<file path="src/rtl/dp_step_ctrl_if.sv">
// Operator-control and datapath-status bundle for dp_step_ctrl.
// master: the side that drives the controls (board/VIO/bench). slave: the sequencer.
interface dp_step_ctrl_if #(
    parameter int unsigned RATE_W = 3
);
    logic              step_pb;
    logic              run_sw;
    logic [RATE_W-1:0] rate_sel;
    logic              bp_en;
    logic [7:0]        bp_addr;
    logic [7:0]        pc;
    logic [3:0]        opcode;
    logic              dp_en;
    logic [1:0]        state;
    logic              halted;
    logic [15:0]       instr_cnt;

    modport master (
        output step_pb, run_sw, rate_sel, bp_en, bp_addr, pc, opcode,
        input  dp_en, state, halted, instr_cnt
    );

    modport slave (
        input  step_pb, run_sw, rate_sel, bp_en, bp_addr, pc, opcode,
        output dp_en, state, halted, instr_cnt
    );
endinterface

</file>
<file path="src/rtl/dp_step_ctrl.sv">
// Execution sequencer: turns step/run/breakpoint/halt controls into a one-cycle dp_en pulse.
// Define DP_STEP_CTRL_INSTR_CNT_EN to build the 16-bit retired-instruction counter.
module dp_step_ctrl #(
    parameter logic [3:0]  HALT_OPCODE = 4'hF,
    parameter int unsigned RATE_W      = 3
) (
    input  logic           clk,
    input  logic           rst,
    dp_step_ctrl_if.slave  bus
);
    localparam int unsigned PS_W  = (1 << RATE_W) - 1;
    localparam int unsigned CNT_W = 16;

    typedef enum logic [1:0] {
        IDLE = 2'b00,
        RUN  = 2'b01,
        BRK  = 2'b10,
        HALT = 2'b11
    } state_e;

    state_e          state_q, state_d;
    logic            sync1_q, sync2_q, sync3_q;
    logic            step_rise_q, step_rise_d;
    logic [PS_W-1:0] ps_cnt_q, ps_cnt_d;
    logic            run_arm_q, run_arm_d;
    logic            dp_en_q, dp_en_d;
    logic            halted_q, halted_d;

    logic [PS_W:0]   ps_one;
    logic [PS_W-1:0] ps_term;
    logic            tick;
    logic            bp_hit;
    logic            issue;

    // Prescaler terminal value and breakpoint compare
    always_comb begin
        ps_one  = (PS_W+1)'(1) << bus.rate_sel;
        ps_term = PS_W'(ps_one - (PS_W+1)'(1));
        tick    = (state_q == RUN) && !run_arm_q && (ps_cnt_q == ps_term);
        bp_hit  = bus.bp_en && (bus.pc == bus.bp_addr);
    end

    always_comb begin
        state_d     = state_q;
        issue       = 1'b0;
        step_rise_d = sync2_q & ~sync3_q;

        unique case (state_q)
            IDLE: begin
                if (bus.run_sw)       state_d = RUN;
                else if (step_rise_q) issue   = 1'b1;
            end
            RUN: begin
                if (!bus.run_sw) begin
                    state_d = IDLE;
                end else if (tick) begin
                    if (bp_hit) state_d = BRK;
                    else        issue   = 1'b1;
                end
            end
            BRK: begin
                if (step_rise_q) begin
                    issue   = 1'b1;
                    state_d = bus.run_sw ? RUN : IDLE;
                end else if (!bus.run_sw) begin
                    state_d = IDLE;
                end
            end
            HALT: ;
            default: state_d = IDLE;
        endcase

        // The halt instruction still retires; everything after it is blocked
        if (issue && (bus.opcode == HALT_OPCODE)) state_d = HALT;

        dp_en_d   = issue;
        halted_d  = (state_d == HALT);
        run_arm_d = (state_d == RUN) && (state_q != RUN);

        // The first RUN cycle only clears the prescaler, so the first tick lands P+1 after entry
        if ((state_q != RUN) || run_arm_q || tick) ps_cnt_d = '0;
        else                                       ps_cnt_d = ps_cnt_q + PS_W'(1);
    end

    // rst release is expected to be synchronised upstream
    always_ff @(posedge clk or negedge rst) begin
        if (!rst) begin
            state_q     <= IDLE;
            sync1_q     <= 1'b0;
            sync2_q     <= 1'b0;
            sync3_q     <= 1'b0;
            step_rise_q <= 1'b0;
            ps_cnt_q    <= '0;
            run_arm_q   <= 1'b0;
            dp_en_q     <= 1'b0;
            halted_q    <= 1'b0;
        end else begin
            state_q     <= state_d;
            sync1_q     <= bus.step_pb;
            sync2_q     <= sync1_q;
            sync3_q     <= sync2_q;
            step_rise_q <= step_rise_d;
            ps_cnt_q    <= ps_cnt_d;
            run_arm_q   <= run_arm_d;
            dp_en_q     <= dp_en_d;
            halted_q    <= halted_d;
        end
    end

    assign bus.dp_en  = dp_en_q;
    assign bus.state  = state_q;
    assign bus.halted = halted_q;

`ifdef DP_STEP_CTRL_INSTR_CNT_EN
    logic [CNT_W-1:0] instr_cnt_q, instr_cnt_d;

    always_comb begin
        instr_cnt_d = instr_cnt_q + CNT_W'(dp_en_q);
    end

    always_ff @(posedge clk or negedge rst) begin
        if (!rst) instr_cnt_q <= '0;
        else      instr_cnt_q <= instr_cnt_d;
    end

    assign bus.instr_cnt = instr_cnt_q;
`else
    assign bus.instr_cnt = CNT_W'(0);
`endif

endmodule

</file>
<file path="src/flat_wrapper.sv">
// flat-port wrapper written by rule: the top's interface ports become plain ports
module dp_step_ctrl_flat 
#(
    parameter logic [3:0]  HALT_OPCODE = 4'hF,
    parameter int unsigned RATE_W      = 3
)
  (clk, rst, bus_step_pb, bus_run_sw, bus_rate_sel, bus_bp_en, bus_bp_addr, bus_pc, bus_opcode, bus_dp_en, bus_state, bus_halted, bus_instr_cnt);
  dp_step_ctrl_if #(.RATE_W(RATE_W)) bus_i ();
  input  logic clk;
  input  logic rst;
  input wire logic [$bits(bus_i.step_pb)-1:0] bus_step_pb;
  input wire logic [$bits(bus_i.run_sw)-1:0] bus_run_sw;
  input wire logic [$bits(bus_i.rate_sel)-1:0] bus_rate_sel;
  input wire logic [$bits(bus_i.bp_en)-1:0] bus_bp_en;
  input wire logic [$bits(bus_i.bp_addr)-1:0] bus_bp_addr;
  input wire logic [$bits(bus_i.pc)-1:0] bus_pc;
  input wire logic [$bits(bus_i.opcode)-1:0] bus_opcode;
  output wire logic [$bits(bus_i.dp_en)-1:0] bus_dp_en;
  output wire logic [$bits(bus_i.state)-1:0] bus_state;
  output wire logic [$bits(bus_i.halted)-1:0] bus_halted;
  output wire logic [$bits(bus_i.instr_cnt)-1:0] bus_instr_cnt;
  assign bus_i.step_pb = bus_step_pb;
  assign bus_i.run_sw = bus_run_sw;
  assign bus_i.rate_sel = bus_rate_sel;
  assign bus_i.bp_en = bus_bp_en;
  assign bus_i.bp_addr = bus_bp_addr;
  assign bus_i.pc = bus_pc;
  assign bus_i.opcode = bus_opcode;
  assign bus_dp_en = bus_i.dp_en;
  assign bus_state = bus_i.state;
  assign bus_halted = bus_i.halted;
  assign bus_instr_cnt = bus_i.instr_cnt;
  dp_step_ctrl #(.HALT_OPCODE(HALT_OPCODE), .RATE_W(RATE_W)) u_core (.clk(clk), .rst(rst), .bus(bus_i));
endmodule
</file>
<file path="config.mk">
export PLATFORM = sky130hd
export DESIGN_NAME = dp_step_ctrl_flat
export DESIGN_NICKNAME = d
export VERILOG_FILES = /design/src/rtl/dp_step_ctrl_if.sv /design/src/rtl/dp_step_ctrl.sv /design/src/flat_wrapper.sv
export SDC_FILE = /design/constraint.sdc
export NUM_CORES = 1
export LEC_CHECK = 0
export ABC_AREA = 1
export CORE_ASPECT_RATIO = 0.75
export CORE_MARGIN = 2
export CORE_UTILIZATION = 45
export CTS_BUF_LIST = sky130_fd_sc_hd__clkbuf_4 sky130_fd_sc_hd__clkbuf_8 sky130_fd_sc_hd__clkbuf_16
export DETAILED_ROUTE_END_ITERATION = 12
export PLACE_DENSITY = 0.9
export SKIP_CTS_REPAIR_TIMING = 1
export SLEW_MARGIN = 30
export SYNTH_ARGS = -nofsm -noshare
export SYNTH_HDL_FRONTEND = slang
export SYNTH_SLANG_ARGS = --single-unit
</file>
<file path="constraint.sdc">
create_clock -name clk -period 2.9 [get_ports clk]
set_input_delay 0.435 -clock clk [delete_from_list [all_inputs] [get_ports clk]]
set_output_delay 0.435 -clock clk [all_outputs]
set_load 0.1 [all_outputs]
</file>
## After elaboration in Yosys (flattened, before gate mapping)

Cells that the tools add are included.

| word-level totals | value |
|---|---|
| memory bits (writable) | 0 |
| register bits | 16 |
| memories kept | 0 |
| latch bits | 0 |
| output and inout bits | 20 |
| logic and storage cells | 47 |
| memory bits (read-only) | 0 |

| cells by class | value |
|---|---|
| reductions and logical operators | 9 |
| magnitude comparators | 0 |
| bitwise logic cells | 2 |
| divide/modulo/power cells | 0 |
| add/subtract/negate cells | 2 |
| equal/unequal tests | 8 |
| muxes and demuxes | 16 |
| shift-type cells | 1 |
| $mul | 0 |

Operators by type and width:

| cell | count |
|---|---|
| $mux W2 | 7 |
| $eq A8 B8 Y1 | 1 |
| $add A7 B1 Y7 const B | 1 |
| $eq A7 B7 Y1 | 1 |
| $mux W7 | 1 |
| $shl A1 B3 Y7 const A | 1 |
| $sub A7 B1 Y7 const B | 1 |
| $mux W1 | 6 |
| $pmux W2 S3 | 1 |
| $logic_and A1 B1 Y1 | 5 |
| $eq A2 B1 Y1 const B | 2 |
| $eq A2 B2 Y1 const B | 2 |
| $eq A4 B4 Y1 const B | 1 |
| $pmux W1 S3 | 1 |
| $logic_not A2 Y1 | 1 |
| $logic_or A1 B1 Y1 | 2 |
| $ne A2 B1 Y1 const B | 1 |
| $and A1 B1 Y1 | 1 |
| $logic_not A1 Y1 | 1 |
| $not A1 Y1 | 1 |

## Longest topological paths before layout

| depth | value |
|---|---|
| word-level depth | 11 |
| mapped depth | 13 |

## Worst setup path after synthesis

OpenSTA, ideal clock, no wires.

| timing | value |
|---|---|
| kind | register -> register |
| start | register u_core.state_q[0], in the netlist u_core.bus.state[0] |
| end | register u_core.run_arm_q |
| required time | 2.785 ns |
| period minus slack after synthesis | 1.923 ns |
| buffers on the path | 0 |
| data arrival time | 1.808 ns |
| setup slack | 0.977 ns |
| cell stages (with the launch flop) | 10 |
| cell sequence | dfrtp_1 -> inv_1 -> nor2_1 -> inv_1 -> nor2_1 -> o21ai_0 -> o21ai_2 -> nand2_2 -> nand2_2 -> nor2_2 |

| between the ends | value |
|---|---|
| longest elaborated chain between the ends | 10 |
| elaborated cells on any way between the ends | 20 |
| classes of those cells | eq/ne: 4; mux: 11; reduce/logical: 5 |

RTL lines:

| item | RTL line | text |
|---|---|---|
| start, declared | dp_step_ctrl.sv:21 | `state_e state_q, state_d;` |
| start signal, assigned | dp_step_ctrl.sv:98 | `state_q <= state_d;` |
| $eq A2 B1 Y1 | dp_step_ctrl.sv:39, dp_step_ctrl.sv:48 |  |
| $logic_and A1 B1 Y1 (2 in series) | dp_step_ctrl.sv:39 | `tick = (state_q == RUN) && !run_arm_q && (ps_cnt_q == ps_term);` |
| $mux W1 | dp_step_ctrl.sv:56 | `end else if (tick) begin` |
| $mux W1 | dp_step_ctrl.sv:54 | `if (!bus.run_sw) begin` |
| $pmux W1 S3 * | dp_step_ctrl.sv:48 | `unique case (state_q)` |
| net u_core.dp_en_d | dp_step_ctrl.sv:26 | `logic dp_en_q, dp_en_d;` |
| $logic_and A1 B1 Y1 * | dp_step_ctrl.sv:74 | `if (issue && (bus.opcode == HALT_OPCODE)) state_d = HALT;` |
| $mux W2 * | dp_step_ctrl.sv:74 |  |
| net u_core.state_d[1] | dp_step_ctrl.sv:21 |  |
| $eq A2 B1 Y1 * | dp_step_ctrl.sv:78 | `run_arm_d = (state_d == RUN) && (state_q != RUN);` |
| $logic_and A1 B1 Y1 * | dp_step_ctrl.sv:78 |  |
| net u_core.run_arm_d | dp_step_ctrl.sv:25 | `logic run_arm_q, run_arm_d;` |
| end signal, assigned | dp_step_ctrl.sv:104 | `run_arm_q <= run_arm_d;` |
| end, declared | dp_step_ctrl.sv:25 |  |

Mark *: on every way through the listed nets, which the timed path passes. The rest lies on a longest branch.

## Worst setup path in the final report

| timing | value |
|---|---|
| start | input bus_rate_sel[2] |
| end | register u_core.run_arm_q |

| between the ends | value |
|---|---|
| longest elaborated chain between the ends | 11 |
| elaborated cells on any way between the ends | 14 |
| classes of those cells | add/sub: 1; eq/ne: 2; shift: 1; mux: 7; reduce/logical: 3 |

RTL lines:

| item | RTL line | text |
|---|---|---|
| start, declared | flat_wrapper.sv:13 | `input wire logic [$bits(bus_i.rate_sel)-1:0] bus_rate_sel;` |
| $shl A1 B3 Y7 | dp_step_ctrl.sv:37 | `ps_one = (PS_W+1)'(1) << bus.rate_sel;` |
| $sub A7 B1 Y7 | dp_step_ctrl.sv:38 | `ps_term = PS_W'(ps_one - (PS_W+1)'(1));` |
| $eq A7 B7 Y1 | dp_step_ctrl.sv:39 |  |
| $logic_and A1 B1 Y1 | dp_step_ctrl.sv:39 |  |
| $mux W1 | dp_step_ctrl.sv:56 |  |
| $mux W1 | dp_step_ctrl.sv:54 |  |
| $pmux W1 S3 | dp_step_ctrl.sv:48 |  |
| net u_core.dp_en_d | dp_step_ctrl.sv:26 |  |
| $logic_and A1 B1 Y1 | dp_step_ctrl.sv:74 |  |
| $mux W2 | dp_step_ctrl.sv:74 |  |
| net u_core.state_d[1] | dp_step_ctrl.sv:21 |  |
| $eq A2 B1 Y1 | dp_step_ctrl.sv:78 |  |
| $logic_and A1 B1 Y1 | dp_step_ctrl.sv:78 |  |
| net u_core.run_arm_d | dp_step_ctrl.sv:25 |  |

The timed path passes the listed nets, and every way through them passes these cells.

==> impl_metrics.json <==
{
  "track_usage": 0.155,
  "wl_per_cell_um": 8.46,
  "yosysTopAreaCellShare": 0.359,
  "cp_max_fo": 7,
  "yosysTopAreaCell": "dfrtp_1",
  "drive_gt1_frac": 0.0863,
  "max_freq_mhz": 527,
  "insertedDiodeCount": 0,
  "p_per_area_mw_per_mm2": 374,
  "routed_wl_um": 1960,
  "rsz0062_at_grt": "no",
  "portBuffers": 31,
  "nFillCells": 220,
  "max_slew_margin": 0.560,
  "status": "complete, no violations",
  "yosysUniqueCellTypes": 24,
  "finClkSkew_ns": 0.00869,
  "async_flop_share": 1.00,
  "cts-buffers-inserted": 3,
  "netlist_area_mm2": 0.00111,
  "initial_core_util": 0.479,
  "hold_viol_final": 0,
  "ys_seq_area_frac": 0.359,
  "fin_crit_ns": 1.90,
  "synth-main-ff-cell": "dfrtp_1",
  "placed_area_mm2": 0.00139,
  "num_rows": 15,
  "avgSynthCellArea_um2": 6.84,
  "maxCapViolations": 0,
  "p_leak_nw": 0.745,
  "synth.most_common_cell": "nand2_1",
  "cts_tree": "done",
  "route.detailed.drc": 0,
  "fin_crit_sh": 0.655,
  "synthCells": 163,
  "yosysWarningCount": 0,
  "first_global_vias": 821,
  "cp_data_arrival_time_ns": 2.09,
  "worstSetupPathType": "input port to flop",
  "cts.clk_slew.worst_paths_ns": 0.09,
  "tns_ns": 0,
  "die_h_um": 47.1,
  "netlist_top_cells_count": "nand2_1, inv_1, nor2_1, buf_4, dfrtp_1",
  "vias": 980,
  "ios": 48,
  "overflow": 0,
  "synth_seq_cells": 16,
  "core-area_mm2": 0.00233,
  "setup_violations": 0,
  "die_area_mm2": 0.00290,
  "hold_path_class": "flop to flop",
  "firstDrtPassIters": 6,
  "multi_input_area_um2": 542,
  "worstSkewPairLatency_ns": 0.28,
  "nNetsFinal": 227,
  "required_ns": 3.09,
  "clock_path_buffers": 2,
  "synth-edff-count": 0,
  "ff_latch_area_um2": 400,
  "h-tree-depth": 1,
  "worst_setup_path_start_kind": "input port",
  "grt_max_degree": 17,
  "cts_root_buf": "clkbuf_4",
  "final_area_mm2": 0.00143,
  "antenna_found_initial": 0,
  "ant_nets": 0,
  "grt_pass1_wl_um": 3320,
  "die_w_um": 61.5,
  "tightest_slew_ns": 0.658,
  "synthTopCellsByArea": "dfrtp_1, nand2_1, buf_4",
  "drt_iter0_markers": 30,
  "drt-vias-per-instance": 4.24,
  "peakVddDrop_v": 0.000357,
  "gp_congestion": 0.824,
  "areaGrowthSynthToFinish_pct": 28.3,
  "cts_sinks": 16,
  "hpwl_um": 1690,
  "endpoint_kind": "flop",
  "drv_slew": 0
}
==> metrics by stage <==
stage,power [mW],cells,hold slack [ns],worst slack (ns),util
floorplan,0.364,178,0.139,0.977,-
global placement,0.394,227,0.352,0.707,0.599
detailed placement,0.395,227,0.340,0.709,0.599
CTS,0.538,231,0.361,1.01,0.615
global route,0.558,231,0.375,0.809,0.615
finish,0.534,231,0.358,1.00,0.615
==> report_power, final <==
part | switching, mW | internal (mW) | leakage [nW]
Sequential | 0.00113 | 0.226 | 0.200
Combinational | 0.120 | 0.0439 | 0.524
Clock | 0.0675 | 0.0764 | 0.0210
Total | 0.188 | 0.346 | 0.745
==> area by class of cell <==
type / count / area share
multi-input combinational: 117 / 0.379
clock buffer: 4 / 0.0254
tap: 34 / 0.0297
sequential: 16 / 0.280
timing repair buffer: 31 / 0.210
inverter: 29 / 0.0761
==> final timing paths <==
check	startpoint	to	slack, ns	cells after the start
setup / recovery	bus_rate_sel[2]	u_core.run_arm_q	1.00	12
setup reg to reg	u_core.ps_cnt_q[3]	u_core.run_arm_q	1.39	12
hold reg to reg	u_core.sync1_q	u_core.sync2_q	0.36	0
max in group asynchronous	rst	u_core.ps_cnt_q[0]	1.93	1
hold / removal	u_core.sync1_q	u_core.sync2_q	0.36	0
min in group asynchronous	rst	u_core.run_arm_q	0.54	1
==> placed cells by master (no fill, tap or decap), drive strengths merged <==
cell type       n
nand2          45
ha              1
nand4           3
a21boi          1
dfrtp          16
inv            29
nor3            1
nand3           9
nor2           25
a21oi           1
o31ai           1
xnor2           2
nor3b           2
buf             4
clkbuf          4
conb           16
o21ai           6
clkdlybuf4s50  27
o211ai          1
xor2            2
o21a            1
==> state kept, by name (all words and copies together) (netlist names) <==
register	flops
u_core.bus.dp_en	1
u_core.bus.halted	1
u_core.bus.state	2
u_core.ps_cnt_q	7
u_core.run_arm_q	1
u_core.step_rise_q	1
u_core.sync1_q	1
u_core.sync2_q	1
u_core.sync3_q	1
==> per-layer routing <==
layer	wire (um)	vias to the layer above	share of wire	track usage
met1	979	417	0.50	0.221
met3	104	2	0.053	0.0468
met2	859	28	0.44	0.245
met4	11	0	0.0056	0.0170
li1	-	533	-	-
met5	0	-	0	0
==> cells by family (layout without fill, tap and decap cells) <==
family                     after synthesis  count (layout)  share of synthesized area
adders and majority gates                1               1                     0.0112
other                                    1              16                    0.00336
xor gates and xnor gates                 4               4                     0.0314
AOI/OAI and AO/OA                       11              11                     0.0651
DFF                                     16              16                      0.359
and+or+nand+nor                         85              85                      0.324
buffers and inverters                   45              64                      0.205
==> critical path: stages <==
cell	delay, ns
clkdlybuf4s50_1	0.61
nand2_2	0.13
nand2_1	0.09
nand3_1	0.07
nor2_1	0.10
nand2_1	0.09
nor2_2	0.14
nand2_1	0.08
o21ai_2	0.15
nand2_2	0.08
nand2_2	0.08
nor2_2	0.03
(Power assumes the default switching activity.)
